File: config.mk
export PLATFORM = sky130hd
export DESIGN_NAME = ika32010_hostbridge
export DESIGN_NICKNAME = d
export VERILOG_FILES = /design/src/rtl/ika32010_hostbridge_pkg.sv /design/src/rtl/ika32010_hostbridge_wfifo.sv /design/src/rtl/ika32010_hostbridge.sv
export SDC_FILE = /design/constraint.sdc
export NUM_CORES = 1
export LEC_CHECK = 0
export BUFFER_PORTS_ARGS = -buffer_cell sky130_fd_sc_hd__buf_4
export CAP_MARGIN = 15
export CORE_ASPECT_RATIO = 1.75
export CORE_MARGIN = 3
export CORE_UTILIZATION = 35
export DETAILED_ROUTE_END_ITERATION = 10
export PLACE_DENSITY_LB_ADDON = 0.2
export REMOVE_ABC_BUFFERS = 1
export SLEW_MARGIN = 20
export SYNTH_ARGS = -nofsm -noshare
export SYNTH_HDL_FRONTEND = slang
export SYNTH_SLANG_ARGS = --single-unit
export TNS_END_PERCENT = 5
File: constraint.sdc
create_clock -name i_EMUCLK -period 9.7 [get_ports i_EMUCLK]
set_clock_uncertainty 0.15 [all_clocks]
set_input_delay 0.485 -clock i_EMUCLK [delete_from_list [all_inputs] [get_ports i_EMUCLK]]
set_output_delay 0.485 -clock i_EMUCLK [all_outputs]
set_load 0.05 [all_outputs]
File: src/rtl/ika32010_hostbridge_pkg.sv
// Shared constants for the IKA32010 host-memory bridge: DSP port map, status bits, host FSM states.
package ika32010_hostbridge_pkg;

   localparam logic [2:0] PORT_ADDR = 3'd0;
   localparam logic [2:0] PORT_DATA = 3'd1;
   localparam logic [2:0] PORT_STAT = 3'd2;

   localparam int STAT_RVLD = 0;
   localparam int STAT_FULL = 1;
   localparam int STAT_OVF  = 2;
   localparam int STAT_UNR  = 3;

   typedef enum logic [1:0] {
      S_IDLE = 2'd0,
      S_WR   = 2'd1,
      S_RD   = 2'd2
   } host_st_t;

endpackage

File: src/rtl/ika32010_hostbridge_wfifo.sv
// Posted-write FIFO: synchronous, DEPTH entries of DW bits, registered pointers.
// Latency: a push is visible at the head on the next cycle.
// Backpressure: a push while full is ignored, and a pop while empty is ignored.
module ika32010_hostbridge_wfifo #(
   parameter int DW    = 29,
   parameter int DEPTH = 4
) (
   input  logic                       i_EMUCLK,
   input  logic                       i_RST,
   input  logic                       push_vld,
   input  logic [DW-1:0]              push_dat,
   input  logic                       pop_rdy,
   output logic [DW-1:0]              pop_dat,
   output logic                       full,
   output logic                       empty,
   output logic [$clog2(DEPTH):0]     cnt
);
   localparam int PW = $clog2(DEPTH) + 1;

   logic [DW-1:0] mem [DEPTH];
   logic [PW-1:0] wptr;
   logic [PW-1:0] rptr;
   logic          push_ok;
   logic          pop_ok;

   // Extra pointer bit tells full from empty when the index bits match.
   assign cnt     = wptr - rptr;
   assign empty   = (wptr == rptr);
   assign full    = (cnt == PW'(DEPTH));
   assign push_ok = push_vld & ~full;
   assign pop_ok  = pop_rdy & ~empty;
   assign pop_dat = mem[rptr[PW-2:0]];

   always_ff @(posedge i_EMUCLK) begin
      if (i_RST) begin
         wptr <= '0;
         rptr <= '0;
      end else begin
         if (push_ok) wptr <= wptr + PW'(1);
         if (pop_ok)  rptr <= rptr + PW'(1);
      end
   end

   always_ff @(posedge i_EMUCLK) begin
      if (push_ok) mem[wptr[PW-2:0]] <= push_dat;
   end

endmodule

File: src/rtl/ika32010_hostbridge.sv
// IKA32010 host bridge: address latch, posted-write/prefetch data port, status port; option IKA32010_HOSTBRIDGE_AUTOINC_EN.
// Latency: strobe edge acts on the next clock; host REQ rises one cycle later; rbuf valid the cycle after ACK.
// Backpressure: none toward the DSP; a full FIFO drops the word and flags overflow, BIO_n signals readiness.
module ika32010_hostbridge
   import ika32010_hostbridge_pkg::*;
#(
   parameter int AW          = 13,
   parameter int WFIFO_DEPTH = 4
) (
   input  logic          i_EMUCLK,
   input  logic          i_RST,
   input  logic [2:0]    i_DSP_AOUT,
   input  logic          i_DSP_WE_n,
   input  logic          i_DSP_DEN_n,
   input  logic [15:0]   i_DSP_DOUT,
   output logic [15:0]   o_DSP_DIN,
   output logic          o_DSP_DIN_OE,
   output logic          o_BIO_n,
   output logic          o_HOST_REQ,
   output logic          o_HOST_WR,
   output logic [AW-1:0] o_HOST_ADDR,
   output logic [15:0]   o_HOST_WDATA,
   input  logic          i_HOST_ACK,
   input  logic [15:0]   i_HOST_RDATA
);
   localparam int EW = AW + 16;
   localparam int PW = $clog2(WFIFO_DEPTH) + 1;

`ifdef IKA32010_HOSTBRIDGE_AUTOINC_EN
   localparam logic AUTOINC = 1'b1;
`else
   localparam logic AUTOINC = 1'b0;
`endif

   host_st_t      state;
   host_st_t      state_nxt;

   logic          we_q;
   logic          den_q;
   logic          we_fall;
   logic          den_rise;
   logic          addr_wr;
   logic          data_wr;
   logic          data_rd;
   logic          inval;

   logic [AW-1:0] addr;
   logic [15:0]   rbuf_dat;
   logic          rbuf_vld;
   logic          rbuf_vld_nxt;
   logic          pend;
   logic          stale;
   logic          ovf;
   logic          unr;
   logic          bio_n;

   logic          push_vld;
   logic          pop_rdy;
   logic [EW-1:0] head_dat;
   logic          fifo_full;
   logic          fifo_empty;
   logic [PW-1:0] fifo_cnt;
   logic [PW-1:0] cnt_nxt;

   logic          rd_take;
   logic [AW-1:0] host_addr;
   logic [15:0]   host_wdata;
   logic [15:0]   stat_dat;
   logic [15:0]   din_dat;
   logic          din_oe;

   always_ff @(posedge i_EMUCLK) begin
      if (i_RST) begin
         we_q  <= 1'b1;
         den_q <= 1'b1;
      end else begin
         we_q  <= i_DSP_WE_n;
         den_q <= i_DSP_DEN_n;
      end
   end

   assign we_fall  = we_q & ~i_DSP_WE_n;
   assign den_rise = ~den_q & i_DSP_DEN_n;
   assign addr_wr  = we_fall & (i_DSP_AOUT == PORT_ADDR);
   assign data_wr  = we_fall & (i_DSP_AOUT == PORT_DATA);
   assign data_rd  = den_rise & (i_DSP_AOUT == PORT_DATA);
   assign inval    = addr_wr | data_wr | data_rd;

   // A full FIFO drops the word even if the head is popping this very cycle.
   assign push_vld = data_wr & ~fifo_full;
   assign pop_rdy  = (state == S_WR) & i_HOST_ACK;
   assign rd_take  = (state == S_RD) & i_HOST_ACK & ~stale & ~inval;

   ika32010_hostbridge_wfifo #(
      .DW    (EW),
      .DEPTH (WFIFO_DEPTH)
   ) u_wfifo (
      .i_EMUCLK (i_EMUCLK),
      .i_RST    (i_RST),
      .push_vld (push_vld),
      .push_dat ({addr, i_DSP_DOUT}),
      .pop_rdy  (pop_rdy),
      .pop_dat  (head_dat),
      .full     (fifo_full),
      .empty    (fifo_empty),
      .cnt      (fifo_cnt)
   );

   always_ff @(posedge i_EMUCLK) begin
      if (i_RST) begin
         addr     <= '0;
         rbuf_dat <= '0;
         rbuf_vld <= 1'b0;
         pend     <= 1'b0;
         ovf      <= 1'b0;
         unr      <= 1'b0;
      end else begin
         if (addr_wr)
            addr <= AW'(i_DSP_DOUT);
         else if (AUTOINC & (data_wr | data_rd))
            addr <= addr + AW'(1);

         if (inval) begin
            rbuf_vld <= 1'b0;
            pend     <= 1'b1;
         end else if (rd_take) begin
            rbuf_dat <= i_HOST_RDATA;
            rbuf_vld <= 1'b1;
            pend     <= 1'b0;
         end

         if (addr_wr) begin
            ovf <= 1'b0;
            unr <= 1'b0;
         end else begin
            if (data_wr & fifo_full) ovf <= 1'b1;
            if (data_rd & ~rbuf_vld) unr <= 1'b1;
         end
      end
   end

   // Any port event while a read is launching or in flight means its data no longer matches ADDR.
   always_ff @(posedge i_EMUCLK) begin
      if (i_RST)
         stale <= 1'b0;
      else if (state == S_IDLE)
         stale <= inval;
      else if ((state == S_RD) & inval)
         stale <= 1'b1;
   end

   always_ff @(posedge i_EMUCLK) begin
      if (i_RST)
         state <= S_IDLE;
      else
         state <= state_nxt;
   end

   always_comb begin
      state_nxt = state;
      case (state)
         S_IDLE: begin
            if (!fifo_empty)
               state_nxt = S_WR;
            else if (pend)
               state_nxt = S_RD;
         end
         S_WR:    if (i_HOST_ACK) state_nxt = S_IDLE;
         S_RD:    if (i_HOST_ACK) state_nxt = S_IDLE;
         default: state_nxt = S_IDLE;
      endcase
   end

   always_ff @(posedge i_EMUCLK) begin
      if (i_RST) begin
         host_addr  <= '0;
         host_wdata <= '0;
      end else if (state == S_IDLE) begin
         if (state_nxt == S_WR)
            {host_addr, host_wdata} <= head_dat;
         else if (state_nxt == S_RD)
            host_addr <= addr;
      end
   end

   // BIO_n is computed from post-edge state so it falls together with rbuf_vld.
   assign rbuf_vld_nxt = inval ? 1'b0 : (rd_take | rbuf_vld);
   assign cnt_nxt      = fifo_cnt + PW'(push_vld) - PW'(pop_rdy);

   always_ff @(posedge i_EMUCLK) begin
      if (i_RST)
         bio_n <= 1'b1;
      else
         bio_n <= ~(rbuf_vld_nxt & (cnt_nxt == '0));
   end

   assign din_oe = ~i_DSP_DEN_n & (i_DSP_AOUT < 3'd3);

   always_comb begin
      stat_dat            = '0;
      stat_dat[STAT_RVLD] = rbuf_vld;
      stat_dat[STAT_FULL] = fifo_full;
      stat_dat[STAT_OVF]  = ovf;
      stat_dat[STAT_UNR]  = unr;
      din_dat             = '0;
      if (din_oe) begin
         case (i_DSP_AOUT)
            PORT_ADDR: din_dat = 16'(addr);
            PORT_DATA: din_dat = rbuf_dat;
            PORT_STAT: din_dat = stat_dat;
            default:   din_dat = '0;
         endcase
      end
   end

   assign o_DSP_DIN    = din_dat;
   assign o_DSP_DIN_OE = din_oe;
   assign o_BIO_n      = bio_n;
   assign o_HOST_REQ   = (state != S_IDLE);
   assign o_HOST_WR    = (state == S_WR);
   assign o_HOST_ADDR  = host_addr;
   assign o_HOST_WDATA = host_wdata;

endmodule

== Yosys cells after proc, flatten, opt, wreduce, memory -nomap -nowiden ==
Memories as Yosys holds them, arrays and structs flattened. A register that Yosys moved wholly into a read port is not among the register bits.
Index checks and enable logic that the tools add are counted.

* Register bits: 74
* RAM bits: 116
* Bits of input ports: 40
* Output and inout bits: 49
* Logic and storage cells: 89
* Memories kept: 1

{| class="wikitable"
|+ Memories
! memory !! words !! bits a word !! read ports !! clocked after memory_dff !! wr ports !! line !! source
|-
| u_wfifo.mem || 4 || 29 || 1 || 1 || 1 || ika32010_hostbridge_wfifo.sv:20 || <nowiki>logic [DW-1:0] mem [DEPTH];</nowiki>
|}

* $add $sub $neg: 5
* $lt $le $gt $ge: 1
* Eq/ne operators: 8
* Mux-type cells: 17
* Bitwise gates (word level): 29
* Reduce and logical (&&, ||, !) cells: 13

{| class="wikitable"
|+ Operators with widths
! operator !! number
|-
| $pmux W16 S3 || 1
|-
| $mux W13 || 2
|-
| $and A1 B1 Y1 || 17
|-
| $mux W16 || 1
|-
| $mux W2 || 5
|-
| $not A1 Y1 || 9
|-
| $reduce_bool A2 Y1 || 4
|-
| $mux W1 || 7
|-
| $add A3 B1 Y3 const B || 2
|-
| $logic_not A3 Y1 || 2
|-
| $reduce_and A2 Y1 || 3
|-
| $reduce_or A2 Y1 || 3
|-
| $eq A2 B1 Y1 const B || 2
|-
| $eq A2 B2 Y1 const B || 2
|-
| $pmux W2 S2 || 1
|-
| $add A3 B1 Y3 || 1
|-
| $eq A3 B1 Y1 const B || 1
|-
| $eq A3 B2 Y1 const B || 1
|-
| $eq A3 B3 Y1 || 1
|-
| $eq A3 B3 Y1 const B || 1
|-
| $lt A3 B2 Y1 const B || 1
|-
| $or A1 B1 Y1 || 3
|-
| $sub A3 B1 Y3 || 1
|-
| $sub A3 B3 Y3 || 1
|-
| $logic_not A2 Y1 || 1
|}

== Longest topological paths before layout ==
Gate-level depths: netlist of the first run.

* Word-level depth: 11
* Mapped depth: 13
* Depth with buffers taken out: 12

== Hierarchy ==
A second synthesis of the first run with hierarchy kept.

* Cell total of the unflattened synthesis: 563
* Area total of the unflattened synthesis: 7867.5 µm²

{| class="wikitable"
|+ By module, submodules not included
! module !! instances !! cells each !! area each (µm²) !! seq. area each (µm²)
|-
| ika32010_hostbridge_wfifo || 1 || 199 || 4653.2 || 3643.5
|-
| ika32010_hostbridge || 1 || 364 || 3214.3 || 1361.3
|}

== Least setup slack after synthesis of the first run ==
No wires, ideal clock.

* Path type: reg2reg
* Start point: register u_wfifo.wptr[0]
* End point: register u_wfifo.wptr[2]
* Library setup time: 121 ps
* Data arrival time: 3122 ps
* Path slack: 6307 ps
* Cell stages (with the launch flop): 8
* Period minus slack after synthesis: 3393 ps
* Cell sequence: dfxtp_1 > inv_1 > ha_1 > fa_1 > xnor3_1 > o211ai_2 > nor2_1 > mux2_2

* Cells in the longest elaborated chain, start to end: 5
* Elaborated cells on any way between the ends: 6

{| class="wikitable"
|+ Ends and longest elaborated chain
! element !! line !! source
|-
| from (decl) || ika32010_hostbridge_wfifo.sv:21 || <nowiki>logic [PW-1:0] wptr;</nowiki>
|-
| from (signal assigned) || ika32010_hostbridge_wfifo.sv:39 || <nowiki>if (push_ok) wptr <= wptr + PW'(1);</nowiki>
|-
| $sub A3 B3 Y3 || ika32010_hostbridge_wfifo.sv:27 || <nowiki>assign cnt = wptr - rptr;</nowiki>
|-
| $eq A3 B3 Y1 || ika32010_hostbridge_wfifo.sv:29 || <nowiki>assign full = (cnt == PW'(DEPTH));</nowiki>
|-
| $not A1 Y1 || ika32010_hostbridge_wfifo.sv:30, ika32010_hostbridge.sv:90 ||
|-
| $and A1 B1 Y1 || ika32010_hostbridge.sv:90 || <nowiki>assign push_vld = data_wr & ~fifo_full;</nowiki>
|-
| $and A1 B1 Y1 || ika32010_hostbridge_wfifo.sv:30 || <nowiki>assign push_ok = push_vld & ~full;</nowiki>
|}

Parallel ways exist; a longest one is shown, timed or not.
A chain may end at the register's enable or synchronous reset.

== Final worst setup path of the first run ==
* Start point: register state[1]
* End point: register host_wdata[6], in the netlist o_HOST_WDATA[6]

* Cells in the longest elaborated chain, start to end: 5
* Elaborated cells on any way between the ends: 10

{| class="wikitable"
|+ Ends and longest elaborated chain
! element !! line !! source
|-
| from (decl) || ika32010_hostbridge.sv:35 || <nowiki>host_st_t state;</nowiki>
|-
| from (signal assigned) || ika32010_hostbridge.sv:156 || <nowiki>state <= state_nxt;</nowiki>
|-
| $eq A2 B1 Y1 / $eq A2 B2 Y1 (equally long branches) || ika32010_hostbridge.sv:161 || <nowiki>case (state)</nowiki>
|-
| $reduce_or A2 Y1 (no source line) || n/a ||
|-
| $pmux W2 S2 * || ika32010_hostbridge.sv:161 ||
|-
| via state_nxt[0] || ika32010_hostbridge.sv:36 || <nowiki>host_st_t state_nxt;</nowiki>
|-
| $eq A2 B1 Y1 * || ika32010_hostbridge.sv:179 || <nowiki>if (state_nxt == S_WR)</nowiki>
|-
| $reduce_and A2 Y1 (no source line) * || n/a ||
|-
| to (signal assigned) || ika32010_hostbridge.sv:180 || <nowiki>{host_addr, host_wdata} <= head_dat;</nowiki>
|-
| to (decl) || ika32010_hostbridge.sv:67 || <nowiki>logic [15:0] host_wdata;</nowiki>
|}

The timed path passes the listed nets; every way through them passes the cells marked *.

==> summary.txt, run 1 <==
Run status
  – Status: complete, no violations

Global routing
  – Grt total ovfl: 0
  – First-pass GRT wire length: 27.20 mm
  – Number of antenna violations at the first check in global routing: 0
  – Vias in the first global route: 4912
  – Tot GR Track Use: 14.91%
  – Pin count of the biggest net entering global routing: 46

Floorplanning
  – Initial Util: 35.65%
  – Die area: 23780 sq um
  – Height of the die: 201.8 um
  – IO Count: 89
  – Cell Rows: 71
  – Die Wd: 117.9 um
  – Core area: 21500 sq um

Clock tree
  – H-tree levels: 4
  – Gates resized, CTS repair: 0
  – Cts hold-fix bufs: 0
  – Clk_lat worst skew: 0.43 ns
  – Root buffer cell: clkbuf_16
  – CTS clk-pin slew, worst paths: 0.07 ns
  – Post-CTS setup buffer count: 0
  – CTS sink count: 192
  – Clock Path Buffers: 2
  – CTS tree: yes
  – Num CTS Buffers: 17

Pwr
  – Power Dens Cells: 188.3 nW/um^2
  – LEAKAGE: 3.404 nW
  – Max VDD drop: 99.20 uV

Critical path
  – Reg-to-Reg Start: state[1]
  – Critical Path Start Type: register
  – Crit path kind: register to register
  – Worst endpoint required time: 9.83 ns
  – Crit path launch: state[1]
  – WP data arrival: 3.58 ns
  – Critical path endpoint category: register
  – Crit-path max FO: 16

Yosys
  – Top cell type by total area after synthesis: edfxtp_1
  – Most numerous cell in the Yosys netlist: edfxtp_1
  – Top cell type's share of synthesized area: 45.45%
  – Top_reg_cell synth: edfxtp_1
  – Syn Std Cell Area: 7665 sq um
  – Post-synth ARST share: 0%
  – Synth cell count leaders: edfxtp_1, dfxtp_1, nand2_1, nor2_1, mux2i_1
  – Yosys reg bits: 192
  – EDFF count, synth: 116
  – Syn avg cell area: 14.12 sq um
  – Synth unique cells: 40
  – Syn Inst Count: 543
  – Synth top area cells: edfxtp_1, dfxtp_1, mux4_2, mux2i_1, nand2_1
  – Ys Warns: 0
  – Post-synthesis sequential area ratio: 65.30%

Detailed routing
  – Final ANT Viol Nets: 0
  – DR top layer: met4
  – Drt wl/cell: 18.52 um
  – WL met2: 9.450 mm
  – Metal3 WL: 677 um
  – Wirelength, routed: 17.27 mm
  – DRC viols: 0
  – Routed vias: 4510
  – Routed length on met1: 6.861 mm
  – DRT iter0 DRCs: 215
  – Vias per cell: 4.839
  – First-pass iteration count of the detailed router: 4

Cells and area
  – Final core occ: 42.72%
  – Post-layout nets: 683
  – Number of fillers in the final layout: 2041
  – Share of cells above drive strength 1: 26.56%
  – Diodes inserted: 0
  – P&R area growth vs syn: 19.82%

STA
  – Max Freq: 290.0 MHz
  – Final hold violation count: 0
  – Worst rel slew slack: 28.83%
  – Hold WS: 0.1133 ns
  – RSZ-0062 raised after global routing: no
  – Max-slew violations: 0
  – Final min period: 3.449 ns
  – Setup violators final: 0
  – Period utilization: 35.55%
  – Setup tns final: 0 ns
  – Worst Tran Pin Value: 1.065 ns

Placed design
  – Buffers on Ports: 88
  – Final HPWL DP: 11.26 mm
  – Final GP Congestion: 0.7702

Hold path
  – Class of the worst hold path: input pin to register
  – Min-delay src: i_DSP_DOUT[15]

Flow run
  – Max-cap violations: 0
[area by class of cell]
class / count / area [sq um] / area share [%]
Tap cell: 292 / 365.4 / 3.978
Inverter: 11 / 41.29 / 0.4496
Timing Repair Buffer: 95 / 713.2 / 7.766
Sequential cell: 192 / 5006 / 54.51
Clock buffer: 18 / 439.2 / 4.782
Clock inverter: 14 / 146.4 / 1.594
Multi-Input combinational cell: 310 / 2472 / 26.92
[report_power, final]
part | switching [mW] | internal, mW | total (mW)
clock network | 0.328 | 0.350 | 0.678
registers | 0.0117 | 0.879 | 0.891
logic | 0.107 | 0.0531 | 0.160
total | 0.447 | 1.28 | 1.73
[state kept, by name, indices dropped and copies added (netlist names), 2 cells and up, named ones only]
register	flops
rbuf_dat	16
addr	13
u_wfifo.mem	116
u_wfifo.wptr	3
o_HOST_ADDR	13
state	2
u_wfifo.rptr	3
o_HOST_WDATA	16
[critical path, cell delays in order (launching register included)]
cell     delay, ns
dfxtp_1       0.35
inv_1         0.12
ha_1          0.29
inv_1         0.13
o22ai_1       0.16
a22o_1        0.18
nor2b_1       0.14
ha_1          0.82
nand2_1       0.65
nand2_1       0.21
a21oi_1       0.09
[kinds of logic (layout without fill, tap and decap cells)]
group	Yosys count	in the layout	share of synthesized area, %
muxes	74	74	14.41
xor gates and xnor gates	7	7	0.9794
and+or+nand+nor	154	154	9.158
DFF	192	192	65.30
adders and majority gates	16	16	2.808
AOI/OAI and AO/OA	59	59	4.767
buffers and inverters	41	138	2.579
[per-layer routing]
layer	vias up	track usage, %
li1	2144	-
met1	2252	17.09
met2	99	27.19
met3	15	3.093
met4	0	5.535
met5	-	0
[metrics by stage]
step | setup WS (ns) | cell area (sq um) | cells | total power, mW
2_1_floorplan | 6.307 | 7508 | 513 | 1.003
3_3_place_gp | 6.352 | 8598 | 900 | 1.068
3_5_place_dp | 6.208 | 8598 | 900 | 1.073
4_1_cts | 6.195 | 9184 | 932 | 1.754
5_1_grt | 5.953 | 9184 | 932 | 1.802
6_report | 6.251 | 9184 | 932 | 1.729
[path summary, 6_finish.rpt]
| kind | cells after the start | slack (ns) | endpoint |
|---|---|---|---|
| worst min-delay path | 1 | 0.11 | u_wfifo.mem[0][15] |
| worst max register to register | 10 | 6.25 | o_HOST_WDATA[6] |
| worst min register to register | 2 | 0.31 | o_HOST_WDATA[5] |
| worst max-delay path | 10 | 6.25 | o_HOST_WDATA[6] |
[placed cells by master (no fill, tap or decap), types with 2 or more instances in the layout]
master     instances
xor2_1             4
fa_1               2
xnor2_1            2
nor2b_1            4
clkinv_8           2
and2_1             5
nor2_4             2
nand2_1           63
nor3_1            10
and3_1             3
buf_4             95
o21ai_0            4
nand2b_1           2
a21oi_1           35
inv_8              4
mux4_2            29
inv_1             11
nor3b_1            2
clkbuf_16         17
edfxtp_1         116
a211oi_1          14
mux2i_1           44
or2_2              3
nor2_1            54
inv_6              2
clkinv_4           5
ha_1              14
dfxtp_1           75
Note: power is estimated with default switching activity, not from simulation.
==> run 2, diff against run 1 <==
Clock period 9.7 ns to 3.52 ns, I/O delays scaled along.
==> run 2 against run 1 <==
Utilization increased by 1.8 points. Setup slack got worse by 6.0 ns. Wire length decreased by 0.71%. First-iteration DRC count decreased by 2.3%. Power increased to 2.8 times the previous value. Critical path depth increased by 2. Via count increased by 2.4%. Die area unchanged. Largest cell class unchanged.
==> summary.txt, run 2 (synthesis gave the netlist of run 1 again) <==
Floorplanning
  – IO Count: 89
  – Die Wd: 117.9 um
  – Height of the die: 201.8 um
  – Core area: 21500 sq um
  – Initial Util: 35.65%
  – Die area: 23780 sq um
  – Cell Rows: 71

Cells and area
  – Diodes inserted: 0
  – Reg area: 5006 sq um
  – Post-layout nets: 722
  – Final core occ: 44.48%
  – Most common cell after layout, fill and taps aside: edfxtp_1
  – P&R area growth vs syn: 24.75%
  – Most frequent cells in the layout: edfxtp_1, buf_4, dfxtp_1
  – Area taken by multi-input logic gates: 2472 sq um
  – Share of cells above drive strength 1: 25.63%
  – Max FFs per register: 116
  – Number of fillers in the final layout: 2020

Global routing
  – Met2 Usage GRT: 27.33%
  – Met1 Resource Use GR: 17.63%
  – Vias in the first global route: 4929
  – Busiest grt layer: met2
  – Grt total ovfl: 0
  – Met3 Use GR: 3.093%
  – Pin count of the biggest net entering global routing: 76
  – Tot GR Track Use: 15.06%
  – Number of antenna violations at the first check in global routing: 0
  – First-pass GRT wire length: 27.66 mm

Pwr
  – Max VDD drop: 263.3 uV
  – Clk pwr share: 38.8%
  – Power Dens Cells: 501.6 nW/um^2
  – Seq pwr share: 51.3%
  – LEAKAGE: 3.574 nW
  – Internal power: 3.567 mW
  – Sw Ratio: 25.61%
  – Sw Pwr: 1.228 mW
  – Power share of the combinational group: 9.9%

STA
  – Setup tns final: 0 ns
  – Setup violators final: 0
  – Max-slew violations: 0
  – Final min period: 3.306 ns
  – Period utilization: 93.91%
  – Worst rel slew slack: 37.89%
  – Final hold violation count: 0
  – Max Freq: 302.5 MHz
  – RSZ-0062 raised after global routing: no
  – Worst Tran Pin Value: 0.9317 ns

Critical path
  – WP data arrival: 3.47 ns
  – Crit-path max FO: 4
  – Critical path endpoint category: register
  – Reg-to-Reg Start: u_wfifo.wptr[0]
  – Crit path launch: u_wfifo.wptr[0]
  – Worst endpoint required time: 3.69 ns
  – Crit path kind: register to register
  – Critical Path Start Type: register

Clock tree
  – H-tree levels: 4
  – Clock Path Buffers: 2
  – CTS sink count: 192
  – Root buffer cell: clkbuf_16
  – Clk_lat worst skew: 0.44 ns
  – Post-CTS setup buffer count: 0
  – CTS clk-pin slew, worst paths: 0.07 ns
  – Num CTS Buffers: 17
  – CTS tree: yes

Placed design
  – Buffers on Ports: 88
  – Final GP Congestion: 0.7869
  – Final HPWL DP: 11.07 mm

Detailed routing
  – First-pass iteration count of the detailed router: 6
  – Vias per cell: 4.757
  – Wirelength, routed: 17.14 mm
  – DRT iter0 DRCs: 210
  – Routed vias: 4619
  – Drt wl/cell: 17.65 um
  – DRC viols: 0
  – Final ANT Viol Nets: 0

Hold path
  – Min-delay src: i_DSP_AOUT[2]
  – Class of the worst hold path: input pin to register

Flow run
  – Max-cap violations: 0

Run status
  – Status: complete, no violations
run 2: cell types whose count changed in the layout (fill, tap and decap cells not counted), sizes merged:
cell,before,now
clkbuf,18,19
dlygate4sd3,0,35
buf,95,99
clkinvlp,1,0
clkinv,7,6
inv,17,18
run 2: power groups by stage:
stage                     Clock, mW  Sequential [mW]  Combinational [mW]
after floorplan                   0             2.62               0.143
after CTS                      1.91             2.46               0.484
after global routing           2.01             2.46               0.514
after detailed placement          0             2.51               0.451
final                          1.86             2.46               0.475
after global placement            0             2.51               0.443
run 2: critical path, cell delays in order, from the launching register on:
cell	delay, ns
dfxtp_1	0.37
inv_1	0.11
ha_1	0.21
fa_1	0.59
nand2_1	0.11
o211ai_2	0.34
inv_1	0.15
ha_1	0.24
fa_1	0.38
xor2_1	0.16
xnor2_1	0.13
nor3_1	0.16
nand2_1	0.08
run 2: area by class of cell:
cell class / count / area share, %
Tap cell: 292 / 3.821
Multi-Input combinational cell: 310 / 25.86
Inverter: 11 / 0.4318
Timing Repair Buffer: 134 / 11.57
Clock inverter: 13 / 1.230
Clock buffer: 19 / 4.737
Sequential cell: 192 / 52.36
run 2: final timing paths:
path / endpoint / depth (start not counted) / slack (ns)
worst max register to register: o_BIO_n / 12 / 0.21
worst min-delay path: ovf / 4 / 0.08
worst min register to register: o_HOST_WDATA[3] / 2 / 0.30
worst max-delay path: o_BIO_n / 12 / 0.21
run 2: what timing repair did:
| action | CTS | global route |
|---|---|---|
| hold buffers | 35 | 0 |
| hold endpoints to repair | 97 | 0 |
| resized for setup | 0 | 0 |
run 2: per-stage QoR:
step | setup WS (ns) | hold WS (ns) | power, mW | cell area, sq um | cells
finish | 0.2144 | 0.07772 | 4.796 | 9562 | 971
global route | 0.05245 | 0.09681 | 4.990 | 9562 | 971
CTS | 0.2018 | 0.06857 | 4.853 | 9562 | 971
floorplan | 0.1272 | 0.09507 | 2.763 | 7508 | 513
global placement | 0.4241 | 0.2275 | 2.953 | 8641 | 904
detailed placement | 0.2384 | 0.2360 | 2.961 | 8641 | 904
run 2: routing by layer:
metal	wire length [um]	vias up
met5	0	-
met4	274	0
met3	576	18
met2	9353	85
met1	6938	2292
li1	-	2224
